### src/rtl/send_packet.sv
// Serial packet transmitter: one header byte (0xA5/0xC3) followed by PAYLOAD_BYTES
// payload bytes pulled over valid/ready, sent LSB-first and qualified by data_ena.
module send_packet #(
  parameter int unsigned PAYLOAD_BYTES = 4
) (
  input  logic       clk_50,
  input  logic       reset_n,
  input  logic       start,
  input  logic       header_sel,
  input  logic [7:0] byte_in,
  input  logic       byte_valid,
  output logic       byte_ready,
  output logic       serial_data,
  output logic       data_ena,
  output logic       busy,
  output logic       done
);

  localparam int unsigned CNT_W = (PAYLOAD_BYTES > 0) ? $clog2(PAYLOAD_BYTES + 1) : 1;
  localparam logic [7:0] HDR_A = 8'hA5;
  localparam logic [7:0] HDR_C = 8'hC3;

  typedef enum logic [1:0] {
    IDLE  = 2'd0,
    SHIFT = 2'd1,
    LOAD  = 2'd2
  } state_t;

  state_t           state, state_d;
  logic [7:0]       shreg, shreg_d;
  logic [2:0]       bit_cnt, bit_cnt_d;
  logic [CNT_W-1:0] byte_cnt, byte_cnt_d;
  logic             serial_d, ena_d, busy_d, done_d;

  // Upstream may hand over a byte only while waiting in LOAD
  assign byte_ready = (state == LOAD);

  // State register and registered outputs
  always_ff @(posedge clk_50 or negedge reset_n) begin
    if (!reset_n) begin
      state       <= IDLE;
      shreg       <= 8'd0;
      bit_cnt     <= 3'd0;
      byte_cnt    <= '0;
      serial_data <= 1'b0;
      data_ena    <= 1'b0;
      busy        <= 1'b0;
      done        <= 1'b0;
    end else begin
      state       <= state_d;
      shreg       <= shreg_d;
      bit_cnt     <= bit_cnt_d;
      byte_cnt    <= byte_cnt_d;
      serial_data <= serial_d;
      data_ena    <= ena_d;
      busy        <= busy_d;
      done        <= done_d;
    end
  end

  // Next-state logic; outputs are derived from the next state so they line up with it
  always_comb begin
    state_d    = state;
    shreg_d    = shreg;
    bit_cnt_d  = bit_cnt;
    byte_cnt_d = byte_cnt;
    done_d     = 1'b0;

    case (state)
      IDLE: begin
        if (start) begin
          shreg_d    = header_sel ? HDR_C : HDR_A;
          bit_cnt_d  = 3'd0;
          byte_cnt_d = '0;
          state_d    = SHIFT;
        end
      end
      SHIFT: begin
        shreg_d   = {1'b0, shreg[7:1]};
        bit_cnt_d = bit_cnt + 3'd1;
        if (bit_cnt == 3'd7) begin
          if (byte_cnt < CNT_W'(PAYLOAD_BYTES)) begin
            state_d = LOAD;
          end else begin
            state_d = IDLE;
            done_d  = 1'b1;
          end
        end
      end
      LOAD: begin
        if (byte_valid) begin
          shreg_d    = byte_in;
          bit_cnt_d  = 3'd0;
          byte_cnt_d = byte_cnt + CNT_W'(1);
          state_d    = SHIFT;
        end
      end
      default: state_d = IDLE;
    endcase

    ena_d    = (state_d == SHIFT);
    serial_d = ena_d & shreg_d[0];
    busy_d   = (state_d != IDLE);
  end

endmodule

### config.mk
export PLATFORM = sky130hd
export DESIGN_NAME = send_packet
export DESIGN_NICKNAME = d
export VERILOG_FILES = /design/src/rtl/send_packet.sv
export SDC_FILE = /design/constraint.sdc
export NUM_CORES = 1
export LEC_CHECK = 0
export CAP_MARGIN = 20
export CORE_ASPECT_RATIO = 1.1
export CORE_MARGIN = 2
export CORE_UTILIZATION = 40
export DETAILED_ROUTE_END_ITERATION = 10
export GPL_TIMING_DRIVEN = 0
export SKIP_LAST_GASP = 1
export SYNTH_ARGS = -nofsm -noshare
export SYNTH_HDL_FRONTEND = slang
export SYNTH_SLANG_ARGS = --single-unit
### constraint.sdc
create_clock -name clk_50 -period 1.88 [get_ports clk_50]
set_input_delay 0.47 -clock clk_50 [delete_from_list [all_inputs] [get_ports clk_50]]
set_output_delay 0.47 -clock clk_50 [all_outputs]
set_load 0.02 [all_outputs]
# Word-level counts from Yosys, hierarchy flattened
# Cells that the tools add are included.
# totals
word_cells	42
inputBits	13
regBits	20
out_inout_bits	5
# classes
reduce_logical	6
n_eq_ne	6
n_mux	17
bitwise_logic	1
add_sub_neg	2
magnitude_cmp	1
# ops
operator	n
8-bit one-hot mux with 3 select lines	1
8-bit two-way mux	2
3-bit two-way mux	3
3-bit one-hot mux with 3 select lines	1
2-bit two-way mux	4
7-bit two-way mux	1
3-bit by 1-bit adder with 3-bit output, second input constant	2
2-bit one-hot mux with 3 select lines	1
3-bit one-hot mux with 2 select lines	1
3-bit AND reduction	2
2-bit by 1-bit == test with 1-bit output, second input constant	2
2-bit != test, second input constant	2
2-bit nonzero test	2
3-bit == test, second input constant	1
3-bit less-than comparator, second input constant	1
1-bit two-way mux	3
3-bit nonzero test	1
2-bit == test, second input constant	1
2-bit zero test	1
1-bit AND	1

# Depth between registers and ports, before layout
# Gate-level depths: netlist of the first run.
# depth
word_depth	6
depth_mapped	5
depth_no_buf	5

# Least setup slack after synthesis of the first run
# Ideal clock, no wire load.
# synth_timing
path_type	reg2reg
startpoint	register bit_cnt[0]
endpoint	register busy
required_ns	1.756
arrival_ns	1.177
setup_ns	0.124
n_path_buf	0
path_slack_ns	0.578
synth_period_minus_slack_ns	1.302
stages_incl_launch_ff	5
cell_sequence	dfrtp_1 > ha_1 > ha_1 > a32o_2 > or2_1
# synth_via
elab_chain_cells	4
# synth_rtl
element	line_no	source
start: declaration	31	logic [2:0] bit_cnt, bit_cnt_d;
start signal: assignment	52	bit_cnt <= bit_cnt_d;
3-bit == test	81	if (bit_cnt == 3'd7) begin
2-bit two-way mux	81	
2-bit one-hot mux with 3 select lines	69	case (state)
net state_d[1]	29	state_t state, state_d;
2-bit nonzero test	103	busy_d = (state_d != IDLE);
net busy_d	33	logic serial_d, ena_d, busy_d, done_d;
end signal: assignment	56	busy <= busy_d;
end: declaration	15	output logic busy,
# The timed path passes the listed nets, and every way through them passes these cells.
# A chain may end at the register's enable or synchronous reset.

# Worst setup path in the final report of the first run
# layout_timing
startpoint	register state[1]
endpoint	output port byte_ready
# layout_via
elab_chain_cells	1
# layout_rtl
element	line_no	source
start: declaration	29	
start signal: assignment	50	state <= state_d;
2-bit == test	36	assign byte_ready = (state == LOAD);
end: declaration	12	output logic byte_ready,
# No other way between the ends.

==> results of run 1 <==
## registers in the layout (all words and copies together), names as in the netlist
register / count
byte_cnt: 3
bit_cnt: 3
state: 2
shreg: 8
busy: 1
serial_data: 1
done: 1
data_ena: 1
## routing by layer
layer	vias up	GRT usage, %
met5	-	0
met4	0	5.79
li1	374	-
met3	2	3.23
met2	12	23.4
met1	348	18.8
## kinds of logic after synthesis
group | synth area share (%)
AO/OA/AOI/OAI | 23.5
multiplexers | 1.02
adder cells (fa/ha/maj) | 3.84
AND/OR/NAND/NOR | 14.6
flip-flops | 51.2
buffers and inverters | 5.88
## power breakdown
group	switching [mW]	internal, mW	total [mW]	leakage [nW]
clock network	0.125	0.118	0.243	0.0210
logic	0.332	0.328	0.660	0.276
registers	0.0894	0.589	0.679	0.248
## cells in the mapped netlist (all sizes together), types with 3 or more instances
cell    instances
dfrtp          20
a21oi           7
o21ai          10
o22ai           5
inv             8
nand2b          3
ha              3
nor2            8
nand2           5
a22o            4
## final timing paths
kind	cells after the start	slack [ps]	startpoint	to
worst min-delay path	1	510	bit_cnt[0]	bit_cnt[0]
worst max register to register	5	490	bit_cnt[0]	serial_data
worst max-delay path	3	170	state[1]	byte_ready
min in group asynchronous	1	670	reset_n	byte_cnt[2]
max in group asynchronous	1	670	reset_n	bit_cnt[2]
worst min register to register	1	510	bit_cnt[0]	bit_cnt[0]
## stage by stage
stage               setup WS [ps]  cell area, µm²  util [%]
finish                        167            1220      53.5
global route                 50.0            1220      53.5
global placement             33.8            1190      52.1
CTS                          6.05            1220      53.7
floorplan                     578             978         -
detailed placement           48.7            1190      52.1
## final cells by class
type | count | area (µm²)
Tap cell | 30 | 37.5
Inverter | 8 | 35.0
Clock buffer | 4 | 36.3
Buffer | 2 | 22.5
Multi-Input combinational cell | 62 | 420
Fill cell | 211 | 1060
Sequential cell | 20 | 500
Timing Repair Buffer | 17 | 165
## worst max-delay path, delay by kind of cell, from the launching register on
family,cells,cell delay [ps]
flip-flops,1,440
AND/OR/NAND/NOR,1,170
buffers and inverters,2,340
## repair_timing
| item | CTS | global route |
|---|---|---|
| setup endpoints to repair | 1 | 1 |
| gates resized for setup | 1 | 2 |
| pin swaps | 0 | 0 |
| hold endpoints to repair | 0 | 0 |
| hold buffers | 0 | 0 |
| setup buffers | 0 | 0 |
## cell usage in the layout, fill, tap and decap left out, types with 2 or more instances in the layout
master,n
dfrtp_1,20
clkdlybuf4s50_1,16
o21ai_0,9
inv_1,7
a21oi_1,7
nor2_1,6
o22ai_1,5
nand2_1,4
a22o_1,4
ha_1,3
clkbuf_4,3
buf_6,2
nand2b_1,2
or2_1,2
o21a_1,2
nand3_1,2
a22oi_1,2
==> summary.txt, run 1 <==
STA
  – Final Cycle Share: between 90% and 100%
  – Slew HR: between 40% and 50%
  – Peak Freq: 584 MHz
  – Final Critical Period: ~1700 ps
  – Clock skew: approximately 5.4 ps
  – Final setup vio count: 0
  – TNS Setup: 0 ps
  – Slew Viols, Final: 0
  – RSZ-0062 raised after global routing: no
  – Least-Margin Pin Slew: about 890 ps
  – WHS: 511 ps
  – Fin. Hold Viols: 0

Power
  – Power Density: 1300 nW/µm²
  – Pwr Total: between 1.5 and 2 mW
  – Worst vdd ir: roughly 0.84 mV
  – LEAKAGE: 0.545 nW

Floorplan
  – Starting Density: 43.0%
  – Die area: 2860 µm²
  – Chip Width: about 50 µm
  – Die H: approximately 56 µm
  – Placement row count: 18
  – Top Ports: 18
  – Core area: ~2300 µm²

Synthesis
  – Main flop type after synthesis: dfrtp_1
  – Async S/R FF share, synth: between 90% and 100%
  – Seq/Total Area, Yosys: around 51%
  – Count of different cell masters after synthesis: 30
  – Synth area leader: dfrtp_1
  – Number of enable flip-flop cells after synthesis: 0
  – Cell Area, Synth: around 980 µm²
  – Synth top area share: between 50% and 60%
  – Synth top area cells: dfrtp_1 51%, o21ai_0 4.6%, ha_1 3.8%
  – Synthesized Nets: about 110
  – FF+latch count, synth: 20
  – Syn Inst Count: a little over 90
  – Synth warnings: 0
  – Mean area per synthesized cell: roughly 11 µm²

Route
  – Via count: between 700 and 800
  – WL final: between 1.5 and 2 mm
  – WL met2: just over 900 µm
  – WL met1: approximately 860 µm
  – Drt wl/cell: around 13 µm
  – 1st-iter DRT viols: 10
  – Met3 routed WL: about 88 µm
  – DRC: 0
  – Vias/cell: slightly above 5
  – Top Metal Used: met4
  – Pre-antenna DRT Iters: 4
  – Post-DRT Antenna Nets: 0

Clock tree
  – Root buf cell: clkbuf_4
  – Clock tree from TritonCTS: built
  – Worst skew pair latency: around 290 ps
  – CTS H-tree lvls: 1
  – CTS max path bufs: 2
  – CTS Buf Count: 3
  – Clk slew on worst S/H paths: ~110 ps
  – CTS Sinks: 20

Global routing
  – First-pass GRT wire length: 3.13 mm
  – Grt total ovfl: 0
  – Largest net degree at the start of global routing: 21
  – Global Route Usage Sum: 14.6%
  – Antenna violations before repair: 0
  – Vias in the first global route: between 600 and 700

Final layout
  – Antenna diodes: 0
  – Ratio of cells with drive above 1 in the final layout: between 10% and 20%
  – Final net count: between 100 and 150
  – Area growth syn-to-layout: 24.4%
  – Final std cells w/o fill: about 140

Setup path
  – Critical Path Sink Type: primary output
  – CP Launch Type: flip-flop
  – CP max stage cell: dfrtp_1
  – Slowest cell delay on critical path: roughly 440 ps
  – Worst path cell trace: inv_1, nor2_1, clkbuf_2
  – Worst Setup Path Type: flip-flop to primary output
  – Worst EP required: around 1400 ps
  – Worst path arrival time: between 1000 and 1500 ps
  – Worst-path fanout max: 7

Placement
  – DP HPWL: 1.43 mm
  – Final GP Congestion: 0.709
  – Inst Count DP: 139
  – Port bufs: 17

Status
  – Status: finished clean

Worst hold path
  – Worst Hold Class: flip-flop to flip-flop

Flow run
  – Max Cap Violations: 0
Note: power is estimated with default switching activity, not from simulation.
==> inputs of run 2 (changes only) <==
--- a/config.mk
+++ b/config.mk
@@ -9,9 +9,11 @@
 export CORE_ASPECT_RATIO = 1.1
 export CORE_MARGIN = 2
 export CORE_UTILIZATION = 40
+export CTS_CLUSTER_SIZE = 12
 export DETAILED_ROUTE_END_ITERATION = 10
 export GPL_TIMING_DRIVEN = 0
 export SKIP_LAST_GASP = 1
 export SYNTH_ARGS = -nofsm -noshare
 export SYNTH_HDL_FRONTEND = slang
 export SYNTH_SLANG_ARGS = --single-unit
+export TNS_END_PERCENT = 20
==> results of run 2 <==
No change in the layout: final DEF, timing and power equal those of run 1.
==> inputs of run 3 (changes only) <==
--- a/config.mk
+++ b/config.mk
@@ -5,13 +5,14 @@
 export SDC_FILE = /design/constraint.sdc
 export NUM_CORES = 1
 export LEC_CHECK = 0
-export CAP_MARGIN = 20
+export CAP_MARGIN = 40
 export CORE_ASPECT_RATIO = 1.1
 export CORE_MARGIN = 2
 export CORE_UTILIZATION = 40
 export CTS_CLUSTER_SIZE = 12
 export DETAILED_ROUTE_END_ITERATION = 10
 export GPL_TIMING_DRIVEN = 0
+export REMOVE_ABC_BUFFERS = 1
 export SKIP_LAST_GASP = 1
 export SYNTH_ARGS = -nofsm -noshare
 export SYNTH_HDL_FRONTEND = slang
==> summary.txt, run 3 (synthesis results as in run 1) <==
Status
  – Status: finished clean

Floorplan
  – Placement row count: 18
  – Chip Width: about 50 µm
  – Die H: around 56 µm
  – Core area: 2270 µm²
  – Top Ports: 18
  – Starting Density: a little over two fifths
  – Die area: around 2900 µm²

Global routing
  – First-pass GRT wire length: between 3 and 4 mm
  – Antenna violations before repair: 0
  – Grt total ovfl: 0
  – Largest net degree at the start of global routing: 13
  – Vias in the first global route: 688
  – Global Route Usage Sum: around 15%

STA
  – Final Critical Period: roughly 1800 ps
  – RSZ-0062 raised after global routing: no
  – Slew Viols, Final: 0
  – Final setup vio count: 0
  – Peak Freq: approximately 560 MHz
  – Clock skew: about 1.5 ps
  – Least-Margin Pin Slew: 477 ps
  – Final Cycle Share: a little over nine tenths
  – Fin. Hold Viols: 0
  – Slew HR: around two thirds

Route
  – Via count: 748
  – Drt wl/cell: roughly 13 µm
  – Pre-antenna DRT Iters: 4
  – Post-DRT Antenna Nets: 0
  – WL met1: 833 µm
  – 1st-iter DRT viols: 8
  – DRC: 0
  – Met3 routed WL: between 80 and 90 µm
  – Top Metal Used: met4
  – WL met2: 929 µm
  – Vias/cell: ~5.2
  – WL final: between 1.5 and 2 mm

Placement
  – Port bufs: 17
  – Inst Count DP: around 140
  – Final GP Congestion: between 0.7 and 0.8
  – DP HPWL: about 1.4 mm
  – Post-DP Area: ~1200 µm²

Clock tree
  – CTS Sinks: 20
  – Clock tree from TritonCTS: built
  – Worst skew pair latency: 290 ps
  – CTS Buf Count: 3
  – CTS H-tree lvls: 1
  – CTS Hold Bufs: 0
  – CTS max path bufs: 2
  – Root buf cell: clkbuf_4
  – Clk slew on worst S/H paths: approximately 110 ps

Final layout
  – Antenna diodes: 0
  – Most common cell after layout, fill and taps aside: dfrtp_1
  – Post-route cell area: around 1200 µm²
  – Most flop-heavy register: shreg
  – Final net count: 130
  – Final core occ: between 50 and 60%
  – Area growth syn-to-layout: 25.1%
  – Final std cells w/o fill: approximately 140
  – Biggest regs: shreg (8), bit_cnt (3), byte_cnt (3)
  – Ratio of cells with drive above 1 in the final layout: 14.2%
  – Commonest non-fill, non-tap cells in the layout: 18 x dfrtp_1, 16 x clkdlybuf4s50_1, 9 x o21ai_0
  – Max reg flops: 8

Setup path
  – Worst path arrival time: approximately 1300 ps
  – R2R depth: 5
  – R2r setup slk: between 400 and 500 ps
  – Worst-path fanout max: 7
  – Critical Path Sink Type: primary output
  – Worst Setup Path Type: flip-flop to primary output
  – Worst EP required: about 1400 ps
  – RR Startpoint: bit_cnt[0]
  – CP Launch Type: flip-flop
  – Worst r2r dst: serial_data

Power
  – LEAKAGE: around 0.55 nW
  – Power Density: around 1300 nW/µm²
  – Worst vdd ir: roughly 0.74 mV

Flow run
  – Max Cap Violations: 0

Worst hold path
  – Worst Hold Class: primary input to async pin
run 3: changes by cell type in the layout (fill, tap and decap cells not counted), sizes merged:
cell and delta:
clkbuf -1, dlygate4sd2 +1
run 3: power breakdown:
| part | leakage [nW] | switching [mW] | total [mW] | internal [mW] |
|---|---|---|---|---|
| combinational | 0.280 | 0.306 | 0.621 | 0.315 |
| sequential | 0.246 | 0.115 | 0.706 | 0.592 |
| clock | 0.0210 | 0.122 | 0.240 | 0.118 |
| total | 0.547 | 0.543 | 1.57 | 1.02 |
run 3: area by class of cell:
type,count,area (µm²)
fillers,219,1050
flip-flops and latches,20,503
multi-input cells,62,420
repair buffers,19,191
well taps,30,37.5
clock buffers,4,36.3
inverters,8,35.0
run 3: metrics by stage:
stage / TNS [ps] / power (mW) / setup slack [ps] / hold WS, ps
final: 0 / 1.57 / 93.3 / 492
after detailed placement: -310 / 1.34 / -310 / 488
after CTS: 0 / 1.59 / 66.0 / 496
after floorplan: 0 / 1.13 / 305 / 174
after global routing: 0 / 1.71 / 5.65 / 501
after global placement: -292 / 1.31 / -292 / 489
run 3: worst max path at each step:
stage          startpoint          to  cells past startpoint
5_1_grt          state[1]  byte_ready                      3
4_1_cts          state[1]  byte_ready                      3
6_report         state[1]  byte_ready                      3
3_5_place_dp     state[1]  byte_ready                      3
2_1_floorplan    state[1]  byte_ready                      2
3_3_place_gp     state[1]  byte_ready                      3
run 3: worst max-delay path: stages (launching register included):
cell	delay, ps
dfrtp_2	430
inv_1	180
nor2_1	90
dlygate4sd2_1	330
run 3: what timing repair did:
item,CTS,global route
setup buffers,1,0
endpoints found under the setup margin,1,0
gates resized for setup,3,0
run 3: layer usage:
layer	global-route usage, %	up-vias
met1	19.7	356
li1	-	376
met2	23.4	14
met5	0	-
met3	3.49	2
met4	8.11	0
